File: config.mk
export PLATFORM = sky130hd
export DESIGN_NAME = uart_word_arbiter
export DESIGN_NICKNAME = d
export VERILOG_FILES = /design/src/rtl/uart_word_arbiter.sv
export SDC_FILE = /design/constraint.sdc
export NUM_CORES = 1
export LEC_CHECK = 0
export ABC_AREA = 1
export CAP_MARGIN = 20
export CORE_ASPECT_RATIO = 0.8
export CORE_MARGIN = 3
export CORE_UTILIZATION = 43
export CTS_BUF_LIST = sky130_fd_sc_hd__clkbuf_16
export CTS_CLUSTER_SIZE = 8
export DETAILED_ROUTE_END_ITERATION = 6
export PLACE_DENSITY = 0.86
export SLEW_MARGIN = 20
export SYNTH_ARGS = -nofsm -noshare
export SYNTH_HDL_FRONTEND = slang
export SYNTH_SLANG_ARGS = --single-unit
File: constraint.sdc
create_clock -name clk -period 4.5 [get_ports clk]
set_input_delay 0.45 -clock clk [delete_from_list [all_inputs] [get_ports clk]]
set_output_delay 0.45 -clock clk [all_outputs]
set_load 0.05 [all_outputs]
File: src/rtl/uart_word_arbiter.sv
// uart_word_arbiter: round-robin arbiter sharing one uart_tx_word transmitter among NUM_REQ word sources.
// Optional macro UART_ARB_FIXED_PRIO_EN: lowest-index requester always wins instead of round-robin.
module uart_word_arbiter #(
    parameter int NUM_REQ = 4,
    parameter int IDW     = $clog2(NUM_REQ)
) (
    input  logic                  clk,
    input  logic                  rst,
    input  logic [NUM_REQ-1:0]    req,
    input  logic [32*NUM_REQ-1:0] req_word,
    output logic [NUM_REQ-1:0]    ack,
    output logic                  tx_start,
    output logic [31:0]           tx_word,
    input  logic                  tx_idle,
    output logic                  busy,
    output logic [IDW-1:0]        grant_id,
    output logic [15:0]           sent_count
);

    typedef enum logic [1:0] {ARB, ISSUE, WAIT_LOW, WAIT_DONE} state_t;

    state_t               state_q, state_d;
    logic [NUM_REQ-1:0]   ack_q, ack_d;
    logic                 tx_start_q, tx_start_d;
    logic [31:0]          tx_word_q, tx_word_d;
    logic [IDW-1:0]       grant_id_q, grant_id_d;
    logic [15:0]          sent_count_q, sent_count_d;
    logic                 win_valid;
    logic [IDW-1:0]       win_id;
    logic [IDW-1:0]       lo_id;

`ifdef UART_ARB_FIXED_PRIO_EN
    // Winner is simply the lowest-index pending requester.
    always_comb begin
        lo_id = '0;
        for (int i = NUM_REQ - 1; i >= 0; i--) begin
            if (req[i]) lo_id = IDW'(i);
        end
        win_valid = |req;
        win_id    = lo_id;
    end
`else
    logic [IDW-1:0] hi_id;
    logic           hi_valid;

    // Prefer the lowest pending index above the last grant; otherwise wrap to the lowest pending index.
    always_comb begin
        lo_id    = '0;
        hi_id    = '0;
        hi_valid = 1'b0;
        for (int i = NUM_REQ - 1; i >= 0; i--) begin
            if (req[i]) lo_id = IDW'(i);
            if (req[i] && i > int'(grant_id_q)) begin
                hi_id    = IDW'(i);
                hi_valid = 1'b1;
            end
        end
        win_valid = |req;
        win_id    = hi_valid ? hi_id : lo_id;
    end
`endif

    // Next-state and registered-output logic of the grant FSM.
    always_comb begin
        state_d      = state_q;
        ack_d        = '0;
        tx_start_d   = 1'b0;
        tx_word_d    = tx_word_q;
        grant_id_d   = grant_id_q;
        sent_count_d = sent_count_q;
        case (state_q)
            ARB: begin
                if (tx_idle && win_valid) begin
                    ack_d[win_id] = 1'b1;
                    tx_word_d     = req_word[32*win_id +: 32];
                    grant_id_d    = win_id;
                    state_d       = ISSUE;
                end
            end
            ISSUE: begin
                tx_start_d   = 1'b1;
                sent_count_d = sent_count_q + 16'd1;
                state_d      = WAIT_LOW;
            end
            WAIT_LOW:  state_d = tx_idle ? WAIT_LOW : WAIT_DONE;
            WAIT_DONE: state_d = tx_idle ? ARB : WAIT_DONE;
            default:   state_d = ARB;
        endcase
    end

    // State and output registers; reset clears everything immediately, dropping any pending grant.
    always_ff @(posedge clk or posedge rst) begin
        if (rst) begin
            state_q      <= ARB;
            ack_q        <= '0;
            tx_start_q   <= 1'b0;
            tx_word_q    <= '0;
            grant_id_q   <= IDW'(NUM_REQ - 1);
            sent_count_q <= '0;
        end else begin
            state_q      <= state_d;
            ack_q        <= ack_d;
            tx_start_q   <= tx_start_d;
            tx_word_q    <= tx_word_d;
            grant_id_q   <= grant_id_d;
            sent_count_q <= sent_count_d;
        end
    end

    assign ack        = ack_q;
    assign tx_start   = tx_start_q;
    assign tx_word    = tx_word_q;
    assign busy       = state_q != ARB;
    assign grant_id   = grant_id_q;
    assign sent_count = sent_count_q;

endmodule

[After elaboration in Yosys (flattened, before gate mapping)]
Index checks and enable logic that the tools add are counted.
Storage, ports and cells
  bits in registers: 57
  input port bits: 135
  output and inout bits: 56
  word-level logic and storage cells: 46
Operators by class
  add/subtract/negate cells: 1
  magnitude comparators: 5
  equality and inequality tests: 4
  shifts and indexed selects: 1
  mux-type cells: 20
  reductions and logical operators: 9
Operators with widths (number)
  $shiftx A128 B8 Y32: 1
  $mux W2: 10
  $add A16 B1 Y16 const B: 1
  $mux W4: 2
  $pmux W2 S4: 1
  $mux W1: 6
  $logic_and A1 B1 Y1: 5
  $eq A2 B2 Y1 const B: 2
  $gt A2 B2 Y1 const A: 2
  $reduce_or A4 Y1: 1
  $lt A2 B3 Y1 const B: 1
  $demux W1 S2: 1
  $eq A2 B1 Y1 const B: 1
  $ge A2 B1 Y1 const B: 1
  $gt A1 B2 Y1 const A: 1
  $logic_not A2 Y1: 1
  $ne A2 B2 Y1 const B: 1
  $reduce_and A2 Y1: 1
  $reduce_bool A2 Y1: 1

[Longest topological paths before layout]
Gate-level depths: netlist of run 1.
  depth in word-level cells: 12
  gate-level depth with buffers: 12
  depth with buffers taken out: 11

[Worst setup path before layout of run 1]
No wires, ideal clock.
  path kind: register to register
  start point: register sent_count_q[0], in the netlist sent_count[0]
  end point: register sent_count_q[14], in the netlist sent_count[14]
  setup time: 0.082 ns
  arrival time: 1.749 ns
  data required time: 4.418 ns
  setup slack: 2.669 ns
  stages on the path, launching flop included: 9
  buffers on the path: 0
  period minus slack after synthesis: 1.831 ns
  cells stage by stage: dfrtp_1 -> ha_1 -> nand2_1 -> nor2_1 -> nand4_1 -> nor2_1 -> nand2_1 -> nor2_1 -> xor2_1
Between the ends
  cells in the longest elaborated chain, start to end: 1
RTL lines
  from (decl): RTL line 27  | logic [15:0] sent_count_q, sent_count_d;
  from (signal assigned): RTL line 106  | sent_count_q <= sent_count_d;
  $add A16 B1 Y16: RTL line 82  | sent_count_d = sent_count_q + 16'd1;
No other way between the ends.
A chain may end at the register's enable or synchronous reset.

[Worst setup path after layout of run 1]
  start point: input port req[3]
  end point: register tx_word_q[6], in the netlist tx_word[6]
Between the ends
  cells in the longest elaborated chain, start to end: 6
  elaborated cells on any way between the ends: 16
  classes of those cells: shift: 1; mux: 11; reduce/logical: 4
RTL lines
  from (decl): RTL line 9  | input logic [NUM_REQ-1:0] req,
  $mux W2 / $logic_and A1 B1 Y1 (equally long branches): RTL line 52, 53
  $mux W2, or another cell as far along (3 in series): RTL line 52  | if (req[i]) lo_id = IDW'(i);
  $mux W2: RTL line 59  | win_id = hi_valid ? hi_id : lo_id;
  $shiftx A128 B8 Y32: RTL line 75  | tx_word_d = req_word[32*win_id +: 32];
  to (signal assigned): RTL line 104  | tx_word_q <= tx_word_d;
  to (decl): RTL line 25  | logic [31:0] tx_word_q, tx_word_d;
Parallel ways exist; a longest one is shown, timed or not.

==> run summary, run 1 <==
Outcome = finished clean
Crit start category = primary input
GRT Util Overall = 0.2523
Max-cap violations = 0
Reg2Reg Setup Slack = 2.17 ns
Most used DFF post-synth = dfrtp_1
WL/cell = 14.38 um
Cell Rows = 29
Largest net degree at the start of global routing = 58
Crit path kind = in -> reg
Worst Path Arrival = 2.66 ns
Crit end category = register
WHS Endpoint = sent_count[14]
Syn nets = 665
Total core area = 8092 um^2
Placed cell count = 807
Reg2reg end = tx_word[6]
Final min period = 2.455 ns
Fmax = 407.3 MHz
CP max stage delay = 0.64 ns
Drt first pass iters = 4
Cts repair resizes = 0
Clock Skew = 0.004029 ns
Worst r2r path cells = 10
Diodes inserted = 0
Area contributors post-synth = dfrtp_1 38%, nand2_1 17%, or2_2 7.4%
Final core occ = 0.7322
Nets = 846
CTS Buf Count = 9
Post-synth EDFFs = 0
DR vias/cell = 4.871
DP HPWL = 8.991 mm
Period utilisation layout = 0.5456
Clk_lat worst skew = 0.32 ns
Io pins = 191
Crit-path cells = clkdlybuf4s50_1 -> inv_1 -> nand3_1 -> nand3_2 -> nor2_2 -> buf_4 -> nand3_1 -> nand2_1 -> nor2_1
Most used cell, CP = nand3_1
Post-route cell area = 5924 um^2
Final setup violation count = 0
Crit-path slowest cell = nor2_2
Number of global-route vias before repair = 4019
Non-filler cells in the finished layout = 823
Worst min path class = reg -> reg
Slew @ Worst Pin = 0.8972 ns
Area share of the largest cell type after synthesis = 0.3763
Post-CTS setup buffers = 0
Post-Route WL = 11.84 mm
Share of cells above drive strength 1 = 0.1133
Congestion Overflow GR = 0
ANT nets after route = 0
Ys async rst share = 1.000
Total number of vias = 4009
Clock Sinks = 57
Yosys Warn Count = 0
Pwr Total = 3.559 mW
Count leader, synth = nand2_1
Clk slew on worst S/H paths = 0.05 ns
Longest Clk Path Bufs = 2
List of most frequent post-synthesis cells = 167 x nand2_1, 63 x inv_1, 55 x dfrtp_1
Drt first-iter violations = 108
CTS tree = yes
Full die area = 9655 um^2
Setup TNS = 0 ns
Dpl cell area = 5589 um^2
Critical Path Start = req[3]
Die Y = 88.49 um
Cts hold-fix bufs = 0
Initial antenna violation count = 0
Post-synthesis area per instance = 6.914 um^2
Worst vdd ir = 0.3498 mV
Crit Path Max Fanout = 17
Pleak = 2.795 nW
Pwr Density = 600.7 nW/um^2
Placer Congestion = 0.8945
Register area share after synthesis = 0.3907
Hold depth = 1
Min Hold Slack = 0.4975 ns
Final Hold Vio Count = 0
Clock Tree Root = clkbuf_16
Max Slew Vio Count = 0
Starting density of the core = 0.4520
Post-synth design cell area = 3657 um^2
Area growth, synth to finish = 61.99%
Cell variety after synth = 26
Largest area contributor in the netlist = dfrtp_1
Origin of the critical flop-to-flop path = grant_id[0]
RSZ-0062 raised after global routing = false
PortBufs = 190
Final worst slack = 2.045 ns
Global-route wire length before repair = 18.80 mm
Relative slew slack = 0.4004
Worst hold start = sent_count[14]
# DRC = 0
Post-Place Worst Slack = 1.693 ns
Synth Instances = 529
Required @ worst endpoint = 4.71 ns
H-tree lvl count = 3
Yosys reg bits = 57
Die width = 109.1 um
-- metal layers --
layer	wire length, um	vias to the layer above	GRT usage
met1	4622	1842	0.3013
met2	6015	167	0.4348
met5	0	-	0
met4	368	0	0.1204
met3	829	33	0.05543
li1	-	1967	-
-- where the power goes --
group	switching, mW	internal, mW	leakage [nW]
Sequential	0.122	0.703	0.688
Clock	0.232	0.535	0.164
Combinational	1.27	0.697	1.94
Total	1.62	1.94	2.79
-- cells by family (layout without fill, tap and decap cells) --
logic type / Yosys count / count (layout) / synth area share
simple gates: 334 / 334 / 0.4170
buf+inv: 90 / 276 / 0.1071
flops: 57 / 57 / 0.3907
compound gates: 32 / 32 / 0.04584
xor+xnor: 15 / 15 / 0.03592
fa+ha+maj: 1 / 1 / 0.003421
-- cell type report --
cell class | count | area, um^2
fill | 588 | 2167
timing repair buffer | 193 | 1937
multi-input combinational | 382 | 1837
sequential | 57 | 1429
inverter | 67 | 251.5
clock buffer | 9 | 225.2
tap | 108 | 135.1
clock inverter | 7 | 110.1
-- worst max-delay path: cells and delay by family --
family | cells | cell delay, ns
buf+inv | 3 | 0.97
simple gates | 6 | 1.22
-- worst max-delay path by stage --
stage,slack [ns],endpoint,cells after the start
after floorplan,2.65,ack[0],1
after global placement,1.71,tx_word[21],9
after detailed placement,1.69,tx_word[6],9
after CTS,2.05,tx_word[6],9
after global routing,1.85,tx_word[6],9
final,2.04,tx_word[6],9
-- registers in the layout, summed over array words and instances (netlist names) --
register	count
ack	4
tx_word	32
tx_start	1
state_q	2
sent_count	16
grant_id	2
-- cell usage in the layout (no fill, tap or decap) --
master | Yosys | final
clkdlybuf4s50_1 | 0 | 190
nand2_1 | 167 | 167
inv_1 | 63 | 63
dfrtp_1 | 55 | 55
nand3_1 | 50 | 50
or2_2 | 43 | 43
nor2_1 | 39 | 39
a21oi_1 | 27 | 27
or2_1 | 15 | 15
clkbuf_16 | 0 | 9
xor2_1 | 8 | 8
xnor2_1 | 7 | 7
nand2_2 | 6 | 6
inv_2 | 4 | 5
nand4_1 | 4 | 4
nor3_1 | 4 | 4
nor2_4 | 3 | 3
o21ai_0 | 3 | 3
bufinv_16 | 0 | 3
nor2_2 | 2 | 2
a21oi_2 | 2 | 2
dfstp_2 | 2 | 2
buf_4 | 7 | 2
nand3_2 | 1 | 1
ha_1 | 1 | 1
clkinvlp_4 | 0 | 1
clkinv_2 | 0 | 1
clkinv_1 | 0 | 1
buf_12 | 0 | 1
Note: power is estimated with default switching activity, not from simulation.
==> run 2: changes to the inputs <==
Settings changed: CORE_UTILIZATION 43 to 36, PLACE_DENSITY 0.86 to 0.77.
Clock period 4.5 ns to 2.14 ns, I/O delays scaled along.
==> run summary, run 2 (synthesis results as in run 1) <==
Outcome = finished clean
Max reg flops = 32 (unchanged)
Placer Congestion = 0.8631 (-3.5%)
Crit start category = register
Min Hold Slack = 0.2207 ns (-0.2768 ns)
Io pins = 191 (unchanged)
Commonest non-fill, non-tap cell in the layout = clkdlybuf4s50_1
RSZ-0062 raised after global routing = false
Post-CTS setup buffers = 0 (unchanged)
Die width = 118.7 um (+8.8%)
Slew @ Worst Pin = 0.5448 ns (-0.3524 ns)
Pwr Density = 1226 nW/um^2 (+100%)
CTS Buf Count = 9 (unchanged)
Final Hold Vio Count = 0 (unchanged)
Die Y = 96.15 um (+8.7%)
Reg2reg end = tx_word[7]
H-tree lvl count = 3 (unchanged)
Worst r2r path cells = 10 (unchanged)
Setup TNS = 0 ns (unchanged)
Clock Tree Root = clkbuf_16
Crit path kind = reg -> out
Reg2Reg Setup Slack = 0.21 ns (-1.96 ns)
Final setup violation count = 0 (unchanged)
Max-cap violations = 0 (unchanged)
Cts hold-fix bufs = 0 (unchanged)
GRT Util Overall = 0.2108 (-0.04147)
Worst Path Buf+Inv = 1 (-2)
Clk slew on worst S/H paths = 0.05 ns (about the same)
Area growth, synth to finish = 65.28%
Number of global-route vias before repair = 4106 (+2.2%)
Critical Path Start = grant_id[0]
Crit Path Max Fanout = 5 (-12)
CTS tree = yes
Pleak = 2.853 nW (+2.1%)
Longest Clk Path Bufs = 2 (unchanged)
# DRC = 0 (unchanged)
WL/cell = 13.95 um (-3.0%)
Clock Skew = 0.006149 ns (+0.002120 ns)
Drt first-iter violations = 133 (+23%)
Non-filler cells in the finished layout = 862 (+4.7%)
Largest net degree at the start of global routing = 33 (-43%)
CP endpoint = grant_id[0]
Post-Route WL = 12.02 mm (+1.6%)
Period utilisation layout = 0.9077
Congestion Overflow GR = 0 (unchanged)
Final min period = 1.943 ns
WP depth = 1 (-8)
Crit end category = output port
Starting density of the core = 0.3744 (-0.07763)
Total number of vias = 4012 (+0.075%)
Diodes inserted = 0 (unchanged)
Worst min path class = in -> async
DR vias/cell = 4.654 (-4.5%)
Nets = 857 (+1.3%)
Crit-path slowest cell = clkdlybuf4s50_1
DP HPWL = 9.256 mm (+3.0%)
Full die area = 11410 um^2 (+18%)
Relative slew slack = 0.6356 (+0.2352)
ANT nets after route = 0 (unchanged)
Crit-path cells = clkdlybuf4s50_1
Clk_lat worst skew = 0.32 ns (about the same)
Worst vdd ir = 0.6701 mV (+92%)
Drt first pass iters = 4 (unchanged)
Required @ worst endpoint = 1.93 ns (-2.78 ns)
Delay-heaviest family, CP = buffers and inverters
Cell Rows = 32 (+10%)
Fmax = 514.8 MHz
Origin of the critical flop-to-flop path = grant_id[0]
Worst Path Arrival = 1.73 ns (-0.93 ns)
Total core area = 9769 um^2 (+21%)
Max Slew Vio Count = 0 (unchanged)
Cts repair resizes = 0 (unchanged)
Share of cells above drive strength 1 = 0.1281 (+0.01481)
PortBufs = 190 (unchanged)
Placed cell count = 846 (+4.8%)
Initial antenna violation count = 0 (unchanged)
CP max stage delay = 0.83 ns (+0.19 ns)
Commonest non-fill, non-tap cells in the layout = 190 x clkdlybuf4s50_1, 167 x nand2_1, 63 x inv_1
Clock Sinks = 57 (unchanged)
Global-route wire length before repair = 19.31 mm (+2.7%)
-- run 2: cell types whose count changed in the layout (fill, tap and decap cells not counted), sizes merged --
cell and change:
buf +11, clkinvlp -1, clkinv +3, bufinv -2
-- run 2: worst min path at each step --
stage	slack, ns	from	to	cells past startpoint
floorplan	0.38	tx_idle	state_q[0]	3
global placement	0.47	tx_word[0]	tx_word[0]	2
detailed placement	0.48	tx_word[0]	tx_word[0]	2
CTS	0.23	rst	sent_count[11]	2
global route	0.29	rst	sent_count[12]	2
finish	0.22	rst	sent_count[11]	2
-- run 2: worst reg2reg max path, cell delays in order, from the launching register on --
cell and delay (ns):
dfstp_2 0.58, nand2_1 0.08, nand2_2 0.08, nand2_1 0.08
nor2_4 0.13, nand2_2 0.08, nand2_2 0.23, buf_12 0.22
nand2_1 0.09, a21oi_1 0.16, nor2_1 0.07
-- run 2: per-layer routing --
metal | track usage | share of wire | vias up
met2 | 0.3764 | 0.50 | 146
met3 | 0.06463 | 0.077 | 12
li1 | - | - | 1994
met5 | 0 | 0 | -
met4 | 0.05979 | 0.011 | 0
met1 | 0.2482 | 0.41 | 1860
-- run 2: report_power, final --
| group | total, mW | internal (mW) | switching, mW |
|---|---|---|---|
| clock network | 1.38 | 0.888 | 0.491 |
| registers | 1.74 | 1.48 | 0.261 |
| logic | 4.29 | 1.59 | 2.70 |
-- run 2: cell type report --
type	count	area, um^2
fill	864	3725
timing repair buffer	204	2069
multi-input combinational	382	1837
sequential	57	1429
inverter	67	251.5
clock buffer	9	225.2
tap	136	170.2
clock inverter	7	62.56
-- run 2: through the flow --
stage	power [mW]	area, um^2	worst slack [ns]	util
global route	7.832	6045	0.07470	0.6187
floorplan	4.533	3657	0.3090	-
detailed placement	6.062	5757	0.06544	0.5893
CTS	7.472	6045	0.1896	0.6187
global placement	5.981	5757	0.1655	0.5893
finish	7.412	6045	0.1975	0.6187
==> run 3: changes to the inputs <==
Settings changed: CTS_CLUSTER_SIZE 8 to unset.
==> results of run 3 <==
Final layout, timing and power as in run 2 (identical DEF).
